`config.mk`:
```
export PLATFORM = sky130hd
export DESIGN_NAME = esl_clk_check_freq_mon
export DESIGN_NICKNAME = d
export VERILOG_FILES = /design/src/rtl/esl_clk_check_freq_mon.sv
export SDC_FILE = /design/constraint.sdc
export NUM_CORES = 1
export LEC_CHECK = 0
export CAP_MARGIN = 0
export CORE_ASPECT_RATIO = 0.75
export CORE_UTILIZATION = 32
export DETAILED_ROUTE_END_ITERATION = 6
export GPL_ROUTABILITY_DRIVEN = 0
export PLACE_DENSITY = 0.76
export SLEW_MARGIN = 20
export SYNTH_ARGS = -nofsm -noshare
export SYNTH_HDL_FRONTEND = slang
export SYNTH_SLANG_ARGS = --single-unit
```
`constraint.sdc`:
```
create_clock -name clk -period 1 [get_ports clk]
set_input_delay 0.3 -clock clk [delete_from_list [all_inputs] [get_ports clk]]
set_output_delay 0.3 -clock clk [all_outputs]
set_load 0.03 [all_outputs]
```
`src/rtl/esl_clk_check_freq_mon.sv`:
```
// Per-channel window-count checker: compares each end-of-window count against
// low/high thresholds and latches a fault after FAIL_PERSIST consecutive failing windows.
// Optional per-channel window-timeout watchdog is built only when ESL_CLK_CHECK_TIMEOUT_EN is defined.
module esl_clk_check_freq_mon #(
  parameter int NUM_CH       = 4,
  parameter int BIT_WD       = 24,
  parameter     LO_COUNT_THR = 25'd16,
  parameter     HI_COUNT_THR = 25'd32,
  parameter int FAIL_PERSIST = 3,
  parameter int TIMEOUT_CYC  = 1024
) (
  input  logic                         clk,
  input  logic                         rst_n,
  input  logic [NUM_CH-1:0]            count_vld,
  input  logic [NUM_CH*(BIT_WD+1)-1:0] count_val,
  input  logic [NUM_CH-1:0]            fault_clr,
  output logic [NUM_CH-1:0]            too_high,
  output logic [NUM_CH-1:0]            too_low,
  output logic [NUM_CH-1:0]            status_vld,
  output logic [NUM_CH-1:0]            fault,
  output logic                         param_error
);

  localparam int CNT_W = BIT_WD + 1;
  localparam int FC_W  = (FAIL_PERSIST < 2) ? 1 : $clog2(FAIL_PERSIST + 1);

  localparam logic [CNT_W-1:0] LO_T   = CNT_W'(LO_COUNT_THR);
  localparam logic [CNT_W-1:0] HI_T   = CNT_W'(HI_COUNT_THR);
  localparam logic [FC_W-1:0]  FP_SAT = FC_W'(FAIL_PERSIST);

  typedef enum logic [1:0] {
    ST_IDLE    = 2'd0,
    ST_OK      = 2'd1,
    ST_SUSPECT = 2'd2,
    ST_FAULT   = 2'd3
  } ch_state_t;

  // Untruncated thresholds on purpose: an inconsistent configuration is flagged as written.
  assign param_error = (LO_COUNT_THR > HI_COUNT_THR) || (FAIL_PERSIST < 1);

  for (genvar gi = 0; gi < NUM_CH; gi++) begin : g_ch
    ch_state_t        state_reg, state_next;
    logic [FC_W-1:0]  fail_cnt_reg, fail_cnt_next;
    logic [FC_W-1:0]  fail_inc;
    logic             too_high_reg, too_high_next;
    logic             too_low_reg, too_low_next;
    logic             status_reg, status_next;
    logic             fault_reg, fault_next;
    logic [CNT_W-1:0] cnt;
    logic             timeout_hit;
    logic             sample_take;
    logic             sample_hi;
    logic             sample_lo;

    assign cnt = count_val[gi*CNT_W +: CNT_W];

`ifdef ESL_CLK_CHECK_TIMEOUT_EN
    localparam int TO_W = (TIMEOUT_CYC > 1) ? $clog2(TIMEOUT_CYC) : 1;
    localparam logic [TO_W-1:0] TO_LAST = TO_W'(TIMEOUT_CYC - 1);

    logic [TO_W-1:0] to_cnt_reg, to_cnt_next;

    assign timeout_hit = (to_cnt_reg == TO_LAST);

    always_comb begin
      to_cnt_next = to_cnt_reg + 1'b1;
      if (fault_clr[gi] || count_vld[gi] || timeout_hit) begin
        to_cnt_next = '0;
      end
    end

    always_ff @(posedge clk or negedge rst_n) begin
      if (!rst_n) begin
        to_cnt_reg <= '0;
      end else begin
        to_cnt_reg <= to_cnt_next;
      end
    end
`else
    assign timeout_hit = 1'b0;
`endif

    // A timeout with no real strobe behaves as a too-low window.
    assign sample_take = count_vld[gi] | timeout_hit;
    assign sample_hi   = count_vld[gi] & (cnt > HI_T);
    assign sample_lo   = count_vld[gi] ? (cnt < LO_T) : 1'b1;
    assign fail_inc    = (fail_cnt_reg >= FP_SAT) ? fail_cnt_reg : fail_cnt_reg + 1'b1;

    always_comb begin
      state_next    = state_reg;
      fail_cnt_next = fail_cnt_reg;
      too_high_next = too_high_reg;
      too_low_next  = too_low_reg;
      status_next   = 1'b0;
      fault_next    = fault_reg;
      if (fault_clr[gi]) begin
        state_next    = ST_IDLE;
        fail_cnt_next = '0;
        too_high_next = 1'b0;
        too_low_next  = 1'b0;
        fault_next    = 1'b0;
      end else if (sample_take) begin
        too_high_next = sample_hi;
        too_low_next  = sample_lo;
        status_next   = 1'b1;
        if (sample_hi || sample_lo) begin
          fail_cnt_next = fail_inc;
          if ((state_reg == ST_FAULT) || (fail_inc >= FP_SAT)) begin
            state_next = ST_FAULT;
            fault_next = 1'b1;
          end else begin
            state_next = ST_SUSPECT;
          end
        end else if (state_reg != ST_FAULT) begin
          state_next    = ST_OK;
          fail_cnt_next = '0;
        end
      end
    end

    always_ff @(posedge clk or negedge rst_n) begin
      if (!rst_n) begin
        state_reg    <= ST_IDLE;
        fail_cnt_reg <= '0;
        too_high_reg <= 1'b0;
        too_low_reg  <= 1'b0;
        status_reg   <= 1'b0;
        fault_reg    <= 1'b0;
      end else begin
        state_reg    <= state_next;
        fail_cnt_reg <= fail_cnt_next;
        too_high_reg <= too_high_next;
        too_low_reg  <= too_low_next;
        status_reg   <= status_next;
        fault_reg    <= fault_next;
      end
    end

    assign too_high[gi]   = too_high_reg;
    assign too_low[gi]    = too_low_reg;
    assign status_vld[gi] = status_reg;
    assign fault[gi]      = fault_reg | param_error;
  end

endmodule

```
# After elaboration in Yosys (flattened, before gate mapping)
# Cells that the tools add are included.
word_totals:
  reg_bits: 32
  word_cells: 172
op_classes:
  n_addsub: 4
  n_lt_le_gt_ge: 16
  eq_ne: 8
  muxes: 84
  bitwise: 4
  n_reduce_logical: 32
ops:
  columns: ["op", "n"]
  rows:
  - ["greater-than comparator 25 x 6 -> 1 bit, second input constant", 4]
  - ["< comparator 25 x 5 -> 1 bit, second input constant", 4]
  - ["2-to-1 mux 2 bit", 36]
  - ["2-to-1 mux 1 bit", 48]
  - ["nonzero test 2 bit", 12]
  - ["greater-or-equal comparator 2 bit, second input constant", 8]
  - ["AND reduction 3 bit", 4]
  - ["nonzero test 3 bit", 4]
  - ["adder 2 x 1 -> 2 bit, second input constant", 4]
  - ["equality test 2 bit, second input constant", 4]
  - ["logical OR 1 bit", 8]
  - ["inequality test 2 bit, second input constant", 4]
  - ["AND reduction 2 bit", 4]
  - ["bitwise AND 1 bit", 4]

# Longest topological paths before layout
logic_depth:
  word_depth: 8
  mapped_depth: 5
  ltp_nobuf: 5

# Least setup slack after synthesis
# OpenSTA, ideal clock, no wires.
synth_timing:
  path_kind: "input-to-reg"
  from: "in count_val[65]"
  to: "reg g_ch[2].fail_cnt_reg[0]"
  setup_time_ns: 0.074
  t_arrival_ns: 1.708
  t_required_ns: 0.926
  slack_ns: -0.781
  path_stages: 5
  cell_sequence: "or4_4 -> nor4_4 -> o2111ai_4 -> mux2_4 -> a21oi_2"
synth_between:
  elab_chain_cells: 6
synth_lines:
  columns: ["element", "line", "text"]
  rows:
  - ["start, declared", "15", "input logic [NUM_CH*(BIT_WD+1)-1:0] count_val,"]
  - ["greater-than comparator 25 x 6 -> 1 bit / < comparator 25 x 5 -> 1 bit (equally long branches)", "85, 86", null]
  - ["bitwise AND 1 bit / 2-to-1 mux 1 bit (equally long branches)", "85, 86", null]
  - ["logical OR 1 bit *", "106", "if (sample_hi || sample_lo) begin"]
  - ["2-to-1 mux 2 bit", "106", null]
  - ["2-to-1 mux 2 bit", "102", "end else if (sample_take) begin"]
  - ["2-to-1 mux 2 bit", "96", "if (fault_clr[gi]) begin"]
  - ["end signal, assigned", "131", "fail_cnt_reg <= fail_cnt_next;"]
  - ["end, declared", "43", "logic [FC_W-1:0] fail_cnt_reg, fail_cnt_next;"]
# Mark *: on every way between the ends. The rest lies on a longest branch, timed or not. The select of a mux whose other input is x is not followed.
# A chain may end at the register's enable or synchronous reset.

# Worst setup path after layout
layout_timing:
  from: "in count_val[70]"
  to: "reg g_ch[2].fault_reg"
layout_between:
  elab_chain_cells: 5
layout_lines:
  columns: ["element", "line", "text"]
  rows:
  - ["greater-than comparator 25 x 6 -> 1 bit / < comparator 25 x 5 -> 1 bit (equally long branches)", "85, 86", null]
  - ["bitwise AND 1 bit / 2-to-1 mux 1 bit (equally long branches)", "85, 86", null]
  - ["logical OR 1 bit *", "106", null]
  - ["nonzero test 2 bit (no line) *", null, null]
  - ["AND reduction 3 bit (no line) *", null, null]
  - ["end signal, assigned", "135", "fault_reg <= fault_next;"]
  - ["end, declared", "48", "logic fault_reg, fault_next;"]
# Mark *: on every way between the ends. The rest lies on a longest branch, timed or not.

==> results.py <==
metrics = {
    "synthesis": {
        "synth_top_area_cell": "dfrtp_1",
        "synthesis.area_sq_um": 1880,
        "postSynthCellCount": 217,
        "yosys.cell_types.count": 36,
        "synth_async_sr_flop_share_pct": 100,
        "ys_seq_elements": 32,
        "ys_dominant_reg_cell": "dfrtp_1",
        "netlist.area_leader.share_pct": 42.5,
        "avgSynthCellArea_sq_um": 8.68,
        "synth_top_cells_by_area": "dfrtp_1 (43%), buf_4 (6.8%), nor4_1 (5.3%)",
        "synth_edf_count": 0,
        "post-synth-top-count-cell": "dfrtp_1",
        "yosys_warning_total": 0,
        "synth.top_cells.by_count": "dfrtp_1 (32), nor2_1 (26), nand2_1 (22)",
        "synthesis.nets": 327,
        "portion_of_the_post_synthesis_area_used_by_sequential_elements_pct": 42.5,
    },
    "route": {
        "drt_iter0_drc": 53,
        "drt_wl_total_microns": 6860,
        "ant_nets": 0,
        "drt-wirelength-per-cell_microns": 15.0,
        "drt_drc_violations_left": 0,
        "detail_route.vias_per_cell": 5.02,
        "drt_pass1_iterations": 4,
        "routed-via-count": 2295,
    },
    "global_route": {
        "grt.overflow.total": 0,
        "grt_max_degree": 33,
        "grt_pass1_vias": 2337,
        "antenna_found_initial": 0,
        "track_usage_pct": 21.6,
        "wire_length_of_the_first_global_routing_pass_microns": 10500,
    },
    "floorplanning": {
        "std_cell_rows": 23,
        "die_width_microns": 90.6,
        "dieArea_sq_um": 6200,
        "initial_core_util_pct": 34.3,
        "placeableCoreArea_sq_um": 5500,
        "vertical_die_dimension_microns": 68.4,
        "ios": 127,
    },
    "status": {
        "outcome": "finished, violations left",
        "failed_checks": "setup timing",
    },
    "sta": {
        "fin_worst_skew_ps": 3.54,
        "number_of_setup_violations_in_the_final_report": 44,
        "timing.final.max_slew_violations": 0,
        "fin_setup_tns_ps": -10640,
        "grt_setup_unrepaired": "true",
        "layout_setup_ws_ps": -564,
        "layout_min_cycle_time_ps": 1560,
        "final_clock_period_utilization_by_the_worst_path_pct": 156,
        "clock.fmax_mhz": 639,
        "hold_viol_final": 0,
    },
    "clock_tree": {
        "number_of_buffers_created_by_cts": 5,
        "cts_root_buf": "clkbuf_8",
        "path_clk_slew_ps": 70,
        "cts_num_sinks": 32,
        "cts-root-to-sink-buffers": 2,
        "htreeDepth": 2,
        "cts_hold_repair.buffers": 0,
        "worst_skew_late_latency_ps": 290,
        "tritoncts": "yes",
    },
    "critical_path": {
        "worst_ep_arrival_time_ps": 1730,
        "cp_data_required_time_ps": 1160,
        "crit_path_start_kind": "primary input",
        "timing.setup.critical_path_class": "primary input to flip-flop",
        "cp_max_fo": 3,
        "critPathCaptureType": "flip-flop",
    },
    "final_layout": {
        "antennaDiodeCount": 0,
        "synthToLayoutAreaGrowth_pct": 110,
        "layout-drive-gt1-share_pct": 53.1,
        "final_nets": 492,
        "fin_util_pct": 72.0,
    },
    "placement": {
        "io_buffers": 125,
        "dp_hpwl_microns": 4680,
    },
    "power_and_ir_drop": {
        "worst_ir_drop_vdd_mv": 0.569,
        "power_leakage_uw": 0.00178,
        "pwr_density_cell_nw_per_um2": 907,
    },
    "worst_hold_path": {
        "timing.hold.worst.class": "primary input to async pin",
    },
    "job": {
        "maxCapViolations": 0,
    },
}
==> cell families (layout without fill, tap and decap cells) <==
family          Yosys count  after routing  share of synthesized area (%)
flops                    32             32                           42.5
mux                       3              3                           1.86
compound gates           51             51                           18.3
other cells               1              1                          0.199
simple gates            100            100                           27.8
buf+inv                  30            195                           9.37
==> through the flow <==
| step | hold WS (ps) | instances | instance area (sq um) | total power [uW] | worst slack [ps] |
|---|---|---|---|---|---|
| floorplan | 4.41 | 217 | 2070 | 1770 | -780 |
| global placement | 509 | 427 | 3480 | 2400 | -1160 |
| detailed placement | 512 | 427 | 3480 | 2430 | -1190 |
| CTS | 378 | 448 | 3780 | 3540 | -596 |
| global route | 370 | 457 | 3960 | 3760 | -618 |
| finish | 369 | 457 | 3960 | 3590 | -564 |
==> worst paths after layout <==
kind,start,endpoint,slack [ps],cells past startpoint
worst min register to register,g_ch[3].too_low_reg,g_ch[3].too_low_reg,560,2
min in group clk,count_val[83],g_ch[3].too_low_reg,390,5
worst max-delay path,count_val[70],g_ch[2].fault_reg,-560,7
max in group asynchronous,rst_n,g_ch[3].too_low_reg,450,2
worst min-delay path,rst_n,g_ch[0].too_high_reg,370,2
worst max register to register,g_ch[0].fail_cnt_reg[0],g_ch[0].fail_cnt_reg[0],-120,3
==> critical path, cell delays in order <==
cell	delay, ps
buf_6	90
or4_4	530
nor4_4	210
o2111ai_4	180
buf_6	170
a31oi_4	180
nor2_1	60
==> area by class of cell <==
class	count	area, sq um
Sequential cell	32	801
Inverter	9	33.8
Fill cell	394	1540
Timing Repair Buffer	179	1570
Clock buffer	7	96.3
Tap cell	75	93.8
Multi-Input combinational cell	155	1360
==> per-layer routing <==
| metal | up-vias | global-route usage (%) | wire [microns] |
|---|---|---|---|
| met5 | - | 0 | 0 |
| met1 | 1122 | 24.0 | 2610 |
| li1 | 1103 | - | - |
| met3 | 7 | 5.22 | 278 |
| met2 | 63 | 41.0 | 3910 |
| met4 | 0 | 8.27 | 66 |
==> where the power goes <==
part	leakage (uW)	total [uW]	internal [uW]	switching [uW]
logic	0.00130	1060	591	464
registers	0.000423	1440	1370	72.3
clock network	0.0000503	1090	613	479
==> cells in the final DEF (no fill, tap or decap), types with 5 or more instances in the layout <==
cell and instances:
dfrtp_1 32, clkdlybuf4s15_1 15, inv_1 8, nor4_4 11, o21ai_0 6, buf_6 39
nand2_1 20, a21oi_2 10, a21oi_1 8, nand4_1 6, nor4_2 5, dlymetal6s2s_1 9
clkbuf_8 7, nor2_1 21, buf_2 29, dlygate4sd2_1 16, clkdlybuf4s50_1 13, buf_4 49
==> timing repair <==
action	CTS	global route
pin swaps	53	33
endpoints found under the setup margin	46	45
buffers inserted	15	11
gates resized for setup	314	39
(Power assumes the default switching activity.)
